## config.mk

```make
export PLATFORM = sky130hd
export DESIGN_NAME = ascon_bdi_packer_flat
export DESIGN_NICKNAME = d
export VERILOG_FILES = /design/src/rtl/ascon_bdi_packer_if.sv /design/src/rtl/ascon_bdi_packer.sv /design/src/flat_wrapper.sv
export SDC_FILE = /design/constraint.sdc
export NUM_CORES = 1
export LEC_CHECK = 0
export CORE_MARGIN = 5
export CORE_UTILIZATION = 26
export CTS_BUF_LIST = sky130_fd_sc_hd__clkbuf_8
export DETAILED_ROUTE_END_ITERATION = 16
export PLACE_DENSITY = 0.54
export SETUP_SLACK_MARGIN = 0.2
export SLEW_MARGIN = 20
export SYNTH_ARGS = -nofsm -noshare
export SYNTH_HDL_FRONTEND = slang
export SYNTH_SLANG_ARGS = --single-unit
```

## constraint.sdc

```tcl
create_clock -name clk -period 4.9 [get_ports clk]
set_input_delay 0.735 -clock clk [delete_from_list [all_inputs] [get_ports clk]]
set_output_delay 0.735 -clock clk [all_outputs]
set_load 0.02 [all_outputs]
```

## src/rtl/ascon_bdi_packer_if.sv

```systemverilog
// Shared type package plus the byte-stream and bdi-word interfaces
// used between the host front end, the packer and ascon_core.
package ascon_bdi_pkg;
  typedef enum logic [2:0] {
    D_INVALID = 3'd0,
    D_NONCE   = 3'd1,
    D_AD      = 3'd2,
    D_MSG     = 3'd3,
    D_TAG     = 3'd4
  } data_e;
endpackage

interface ascon_byte_if;
  import ascon_bdi_pkg::*;
  logic [7:0] s_byte;
  logic       s_valid;
  logic       s_ready;
  data_e      s_type;
  logic       s_last;
  logic       s_eoi;

  modport master (
    output s_byte, s_valid, s_type, s_last, s_eoi,
    input  s_ready
  );
  modport slave (
    input  s_byte, s_valid, s_type, s_last, s_eoi,
    output s_ready
  );
endinterface

interface ascon_bdi_if #(
  parameter int CCW = 32
);
  import ascon_bdi_pkg::*;
  logic [CCW-1:0]   bdi;
  logic [CCW/8-1:0] bdi_valid;
  logic             bdi_ready;
  data_e            bdi_type;
  logic             bdi_eot;
  logic             bdi_eoi;

  modport master (
    output bdi, bdi_valid, bdi_type, bdi_eot, bdi_eoi,
    input  bdi_ready
  );
  modport slave (
    input  bdi, bdi_valid, bdi_type, bdi_eot, bdi_eoi,
    output bdi_ready
  );
endinterface

```

## src/rtl/ascon_bdi_packer.sv

```systemverilog
// Packs a typed byte stream into CCW-bit bdi words with byte mask,
// type, end-of-type and end-of-input flags for ascon_core.
module ascon_bdi_packer
  import ascon_bdi_pkg::*;
#(
  parameter int CCW = 32
) (
  input logic         clk,
  input logic         rst,
  ascon_byte_if.slave s,
  ascon_bdi_if.master m
);
  localparam int BYTES = CCW / 8;
  localparam int CW    = $clog2(BYTES);

  logic [CCW-1:0]   acc_data_q, acc_data_d;
  logic [BYTES-1:0] acc_mask_q, acc_mask_d;
  data_e            acc_type_q, acc_type_d;
  logic             acc_eot_q, acc_eot_d;
  logic             acc_eoi_q, acc_eoi_d;
  logic [CW-1:0]    cnt_q, cnt_d;
  logic             acc_full_q, acc_full_d;

  logic [CCW-1:0]   bdi_q, bdi_d;
  logic [BYTES-1:0] bdi_valid_q, bdi_valid_d;
  data_e            bdi_type_q, bdi_type_d;
  logic             bdi_eot_q, bdi_eot_d;
  logic             bdi_eoi_q, bdi_eoi_d;

  logic xfer;
  logic brk;
  logic rdy;
  logic take;

  always_comb begin
    acc_data_d  = acc_data_q;
    acc_mask_d  = acc_mask_q;
    acc_type_d  = acc_type_q;
    acc_eot_d   = acc_eot_q;
    acc_eoi_d   = acc_eoi_q;
    cnt_d       = cnt_q;
    acc_full_d  = acc_full_q;
    bdi_d       = bdi_q;
    bdi_valid_d = bdi_valid_q;
    bdi_type_d  = bdi_type_q;
    bdi_eot_d   = bdi_eot_q;
    bdi_eoi_d   = bdi_eoi_q;

    xfer = acc_full_q
         && (bdi_valid_q == '0 || m.bdi_ready);
    // A type switch mid-word closes the partial word first
    brk  = s.s_valid && !acc_full_q
         && cnt_q != '0
         && s.s_type != acc_type_q;
    rdy  = !acc_full_q && !brk;
    take = s.s_valid && rdy;

    if (xfer) begin
      bdi_d       = acc_data_q;
      bdi_valid_d = acc_mask_q;
      bdi_type_d  = acc_type_q;
      bdi_eot_d   = acc_eot_q;
      bdi_eoi_d   = acc_eoi_q;
      acc_data_d  = '0;
      acc_mask_d  = '0;
      acc_type_d  = D_INVALID;
      acc_eot_d   = 1'b0;
      acc_eoi_d   = 1'b0;
      cnt_d       = '0;
      acc_full_d  = 1'b0;
    end else if (bdi_valid_q != '0
                 && m.bdi_ready) begin
      bdi_valid_d = '0;
    end

    if (brk) begin
      acc_full_d = 1'b1;
      acc_eot_d  = 1'b0;
      acc_eoi_d  = 1'b0;
    end else if (take) begin
      acc_data_d[{cnt_q, 3'b000} +: 8] = s.s_byte;
      acc_mask_d[cnt_q] = 1'b1;
      if (cnt_q == '0)
        acc_type_d = s.s_type;
      acc_eot_d  = s.s_last;
      acc_eoi_d  = s.s_last && s.s_eoi;
      cnt_d      = cnt_q + 1'b1;
      acc_full_d = (cnt_q == CW'(BYTES - 1))
                 || s.s_last;
    end
  end

  always_ff @(posedge clk or posedge rst) begin
    if (rst) begin
      acc_data_q  <= '0;
      acc_mask_q  <= '0;
      acc_type_q  <= D_INVALID;
      acc_eot_q   <= 1'b0;
      acc_eoi_q   <= 1'b0;
      cnt_q       <= '0;
      acc_full_q  <= 1'b0;
      bdi_q       <= '0;
      bdi_valid_q <= '0;
      bdi_type_q  <= D_INVALID;
      bdi_eot_q   <= 1'b0;
      bdi_eoi_q   <= 1'b0;
    end else begin
      acc_data_q  <= acc_data_d;
      acc_mask_q  <= acc_mask_d;
      acc_type_q  <= acc_type_d;
      acc_eot_q   <= acc_eot_d;
      acc_eoi_q   <= acc_eoi_d;
      cnt_q       <= cnt_d;
      acc_full_q  <= acc_full_d;
      bdi_q       <= bdi_d;
      bdi_valid_q <= bdi_valid_d;
      bdi_type_q  <= bdi_type_d;
      bdi_eot_q   <= bdi_eot_d;
      bdi_eoi_q   <= bdi_eoi_d;
    end
  end

  assign s.s_ready   = rdy;
  assign m.bdi       = bdi_q;
  assign m.bdi_valid = bdi_valid_q;
  assign m.bdi_type  = bdi_type_q;
  assign m.bdi_eot   = bdi_eot_q;
  assign m.bdi_eoi   = bdi_eoi_q;
endmodule

```

## src/flat_wrapper.sv

```systemverilog
// flat-port wrapper written by rule: the top's interface ports become plain ports
module ascon_bdi_packer_flat import ascon_bdi_pkg::*;
#(
  parameter int CCW = 32
)
  (clk, rst, s_s_byte, s_s_valid, s_s_type, s_s_last, s_s_eoi, s_s_ready, m_bdi, m_bdi_valid, m_bdi_type, m_bdi_eot, m_bdi_eoi, m_bdi_ready);
  ascon_byte_if s_i ();
  ascon_bdi_if #(.CCW(CCW)) m_i ();
  input logic clk;
  input logic rst;
  input wire logic [$bits(s_i.s_byte)-1:0] s_s_byte;
  input wire logic [$bits(s_i.s_valid)-1:0] s_s_valid;
  input wire logic [$bits(s_i.s_type)-1:0] s_s_type;
  input wire logic [$bits(s_i.s_last)-1:0] s_s_last;
  input wire logic [$bits(s_i.s_eoi)-1:0] s_s_eoi;
  output wire logic [$bits(s_i.s_ready)-1:0] s_s_ready;
  output wire logic [$bits(m_i.bdi)-1:0] m_bdi;
  output wire logic [$bits(m_i.bdi_valid)-1:0] m_bdi_valid;
  output wire logic [$bits(m_i.bdi_type)-1:0] m_bdi_type;
  output wire logic [$bits(m_i.bdi_eot)-1:0] m_bdi_eot;
  output wire logic [$bits(m_i.bdi_eoi)-1:0] m_bdi_eoi;
  input wire logic [$bits(m_i.bdi_ready)-1:0] m_bdi_ready;
  assign s_i.s_byte = s_s_byte;
  assign s_i.s_valid = s_s_valid;
  assign s_i.s_type = s_s_type;
  assign s_i.s_last = s_s_last;
  assign s_i.s_eoi = s_s_eoi;
  assign s_s_ready = s_i.s_ready;
  assign m_bdi = m_i.bdi;
  assign m_bdi_valid = m_i.bdi_valid;
  assign m_bdi_type = m_i.bdi_type;
  assign m_bdi_eot = m_i.bdi_eot;
  assign m_bdi_eoi = m_i.bdi_eoi;
  assign m_i.bdi_ready = m_bdi_ready;
  ascon_bdi_packer #(.CCW(CCW)) u_core (.clk(clk), .rst(rst), .s(s_i), .m(m_i));
endmodule
```

==> Implementation_results.wiki <==
{| class="wikitable"
! Metric !! Value
|-
| Die Height || 128 um
|-
| Maximum vdd drop || 0.332 mV
|-
| Die Wd || 128 um
|-
| Worst-Skew Late Latency || 360 ps
|-
| H-tree Lvls || 3
|-
| Final Net Count || 450
|-
| Fraction of post-synthesis cell area in the top cell type by area || 0.586
|-
| Part of the cycle the worst path needs || 0.692
|-
| Clock power share || 0.207
|-
| Overflow left after global routing || 0
|-
| Number of routed nets with antenna violations || 0
|-
| Effective utilization at floorplan || 0.264
|-
| Count of mapped cells out of synthesis || 371
|-
| Logic gate share of total power || 0.368
|-
| Clock transition at the registers of the reported paths || 90 ps
|-
| Synthesized area divided by synthesized cell count || 9.79 um^2
|-
| Number of synthesized register bits || 85
|-
| Layout overhead on the synthesized area || 25.6%
|-
| RePlAce Congestion || 0.785
|-
| Post-DP HPWL || 5950 um
|-
| Dominant synthesized flop cell || dfrtp_1
|-
| Power Total || 2.09 mW
|-
| WL per Instance || 14.4 um
|-
| Req. time, crit path || 4160 ps
|-
| Internal Pwr Total || 1.24 mW
|-
| RSZ-0062 raised after global routing || false
|-
| Number of setup violations in the final report || 0
|-
| Number of clock buffers inserted by TritonCTS || 9
|-
| Post-synthesis net count || 396
|-
| Hold Crit Class || flip-flop to flip-flop
|-
| Max Fclk || 295 MHz
|-
| Yosys Warn Count || 0
|-
| Outcome || finished, final reports clean
|-
| Clock Sink Count || 85
|-
| Max-Slew Margin vs Limit || 0.346
|-
| Setup Crit Path Kind || flip-flop to primary output
|-
| Root buffer selected by CTS || clkbuf_8
|-
| Max-cap violations || 0
|-
| Sw Ratio || 0.409
|-
| Post-synth cell types || 32
|-
| Proportion of power drawn by flip-flops and latches || 0.425
|-
| Synth cell count leaders || 173 x nand2_1, 85 x dfrtp_1, 25 x mux2i_1, 11 x clkbuf_1, 9 x o21ai_0
|-
| Via count of the first global-routing pass || 2765
|-
| Wire length of the first global-routing pass || 14500 um
|-
| Wire length reported by the detailed router || 8730 um
|-
| Switching power total || 856 uW
|-
| Proportion of synthesized chip area in sequential cells || 0.586
|-
| Post-Route Skew || 14.7 ps
|-
| Worst Tran Pin Value || 977 ps
|-
| Total number of vias || 2682
|-
| Ys async rst share || 1.00
|-
| Cell area after technology mapping || 0.00363 mm^2
|-
| DRC violations left || 0
|-
| Count of placed standard cells in the final layout, fillers left out || 608
|-
| Core Region || 0.0138 mm^2
|-
| Proportion of layout cells with a drive suffix above 1 || 0.0584
|-
| Number of buffer cells added on primary ports || 58
|-
| Final Slew Violations || 0
|-
| Max FO, Critical Path || 12
|-
| Power Density || 459 mW/mm^2
|-
| Cell types with the largest area share after synthesis || dfrtp_1 59%, nand2_1 18%, mux2i_1 6.9%, ha_1 2.8%, a22o_1 1.7%
|-
| Number of rows in the core area || 43
|-
| Startpoint type of the worst setup path || flip-flop
|-
| TritonCTS clock tree || yes
|-
| Setup crit end kind || primary output
|-
| Critical Path AT || 2660 ps
|-
| Total Neg Setup Slack || 0 ps
|-
| Die footprint || 0.0164 mm^2
|-
| Starting DRC count in detailed routing || 152
|-
| Total leakage power || 2.28 nW
|-
| Number of synthesized flops with an enable pin || 0
|-
| Final number of hold-violating endpoints || 0
|-
| Most frequently used cell type in the post-synthesis netlist || nand2_1
|-
| Count of placed standard cells including taps || 594
|-
| Number of buffers added for setup after CTS || 0
|-
| Number of detailed-routing iterations run before antenna repair || 4
|-
| Combined global-route utilization of all metal layers || 0.114
|-
| Pin count of the biggest net entering global routing || 77
|-
| Number of antenna violations at the first check in global routing || 0
|-
| Final critical path time including I/O delays and setup || 3390 ps
|-
| Maximum clock path buffer count || 2
|-
| Number of fill cells || 1468
|-
| Top-level I/O count || 59
|-
| Cell taking the most area after synthesis || dfrtp_1
|-
| Number of vias per cell || 4.41
|-
| Cts-stage hold buffer count || 0
|-
| CTS resizes || 0
|-
| Antenna diode instance count || 0
|}
==> power by group through the flow <==
stage	Clock [mW]	Sequential, mW	Combinational, mW
floorplan	0	0.921	0.501
global placement	0	0.902	0.768
detailed placement	0	0.903	0.781
CTS	0.450	0.891	0.786
global route	0.478	0.906	0.856
finish	0.433	0.890	0.771
==> logic make-up after synthesis <==
family / after synthesis / synth area share
and+or+nand+nor: 199 / 0.228
DFF: 85 / 0.586
xor gates and xnor gates: 3 / 0.00724
AOI/OAI and AO/OA: 27 / 0.0551
buffers and inverters: 24 / 0.0276
muxes: 25 / 0.0689
adders and majority gates: 8 / 0.0276
==> layout make-up <==
class | instances | area, um^2 | area share
Tap cell | 180 | 225 | 0.0494
Sequential cell | 85 | 2130 | 0.466
Inverter | 6 | 25.0 | 0.00549
Clock inverter | 4 | 27.5 | 0.00604
Timing Repair Buffer | 61 | 603 | 0.132
Multi-Input combinational cell | 262 | 1420 | 0.310
Clock buffer | 10 | 138 | 0.0302
==> state kept, by name, indices dropped and copies added (netlist names) <==
register / cells
u_core.acc_eot_q: 1
u_core.acc_type_q: 3
u_core.m.bdi: 32
u_core.acc_mask_q: 4
u_core.acc_eoi_q: 1
u_core.m.bdi_eot: 1
u_core.m.bdi_eoi: 1
u_core.m.bdi_valid: 4
u_core.m.bdi_type: 3
u_core.cnt_q: 2
u_core.acc_full_q: 1
u_core.acc_data_q: 32
==> routing by layer <==
metal  global-route usage  wire length [um]  vias up
met5                    0                 0        -
met1                0.150              4110     1310
met2                0.180              4110       54
li1                     -                 -     1308
met4               0.0337                97        0
met3               0.0346               411       10
==> critical path: stages (launching register included) <==
cell and delay [ps]:
dfrtp_1 500, inv_1 220, ha_1 470, inv_1 130, o311ai_0 130, nor2b_1 220
clkdlybuf4s50_1 630
==> through the flow <==
step,worst slack (ps),hold WS (ps),instance area (um^2),util
CTS,1490,477,4560,0.331
finish,1510,464,4560,0.331
global placement,1620,453,4390,0.319
global route,1340,494,4560,0.331
floorplan,1970,438,3630,-
detailed placement,1630,456,4390,0.319
==> cell usage in the layout (no fill, tap or decap), types with 2 or more instances in the layout <==
cell type / instances
nand4_1: 8
clkbuf_8: 10
o21ai_1: 3
clkinvlp_4: 2
mux2i_1: 25
xor2_1: 3
a22o_1: 7
inv_1: 6
nand2_2: 3
nor2_1: 2
clkdlybuf4s50_1: 58
ha_1: 8
buf_4: 3
nand3_1: 5
o21ai_0: 9
dfrtp_1: 85
nand2_1: 173
==> path summary, 6_finish.rpt <==
| check | from | end | slack (ps) | cells after the start |
|---|---|---|---|---|
| max | u_core.cnt_q[0] | s_s_ready | 1510 | 6 |
| min | u_core.acc_data_q[30] | u_core.m.bdi[30] | 460 | 2 |
| max reg2reg | u_core.cnt_q[0] | u_core.acc_type_q[1] | 2510 | 6 |
| min reg2reg | u_core.acc_data_q[30] | u_core.m.bdi[30] | 460 | 2 |
| max in group asynchronous | rst | u_core.acc_data_q[8] | 3220 | 3 |
| min in group asynchronous | rst | u_core.m.bdi[21] | 870 | 2 |
Power figures use the tool's default switching activity.
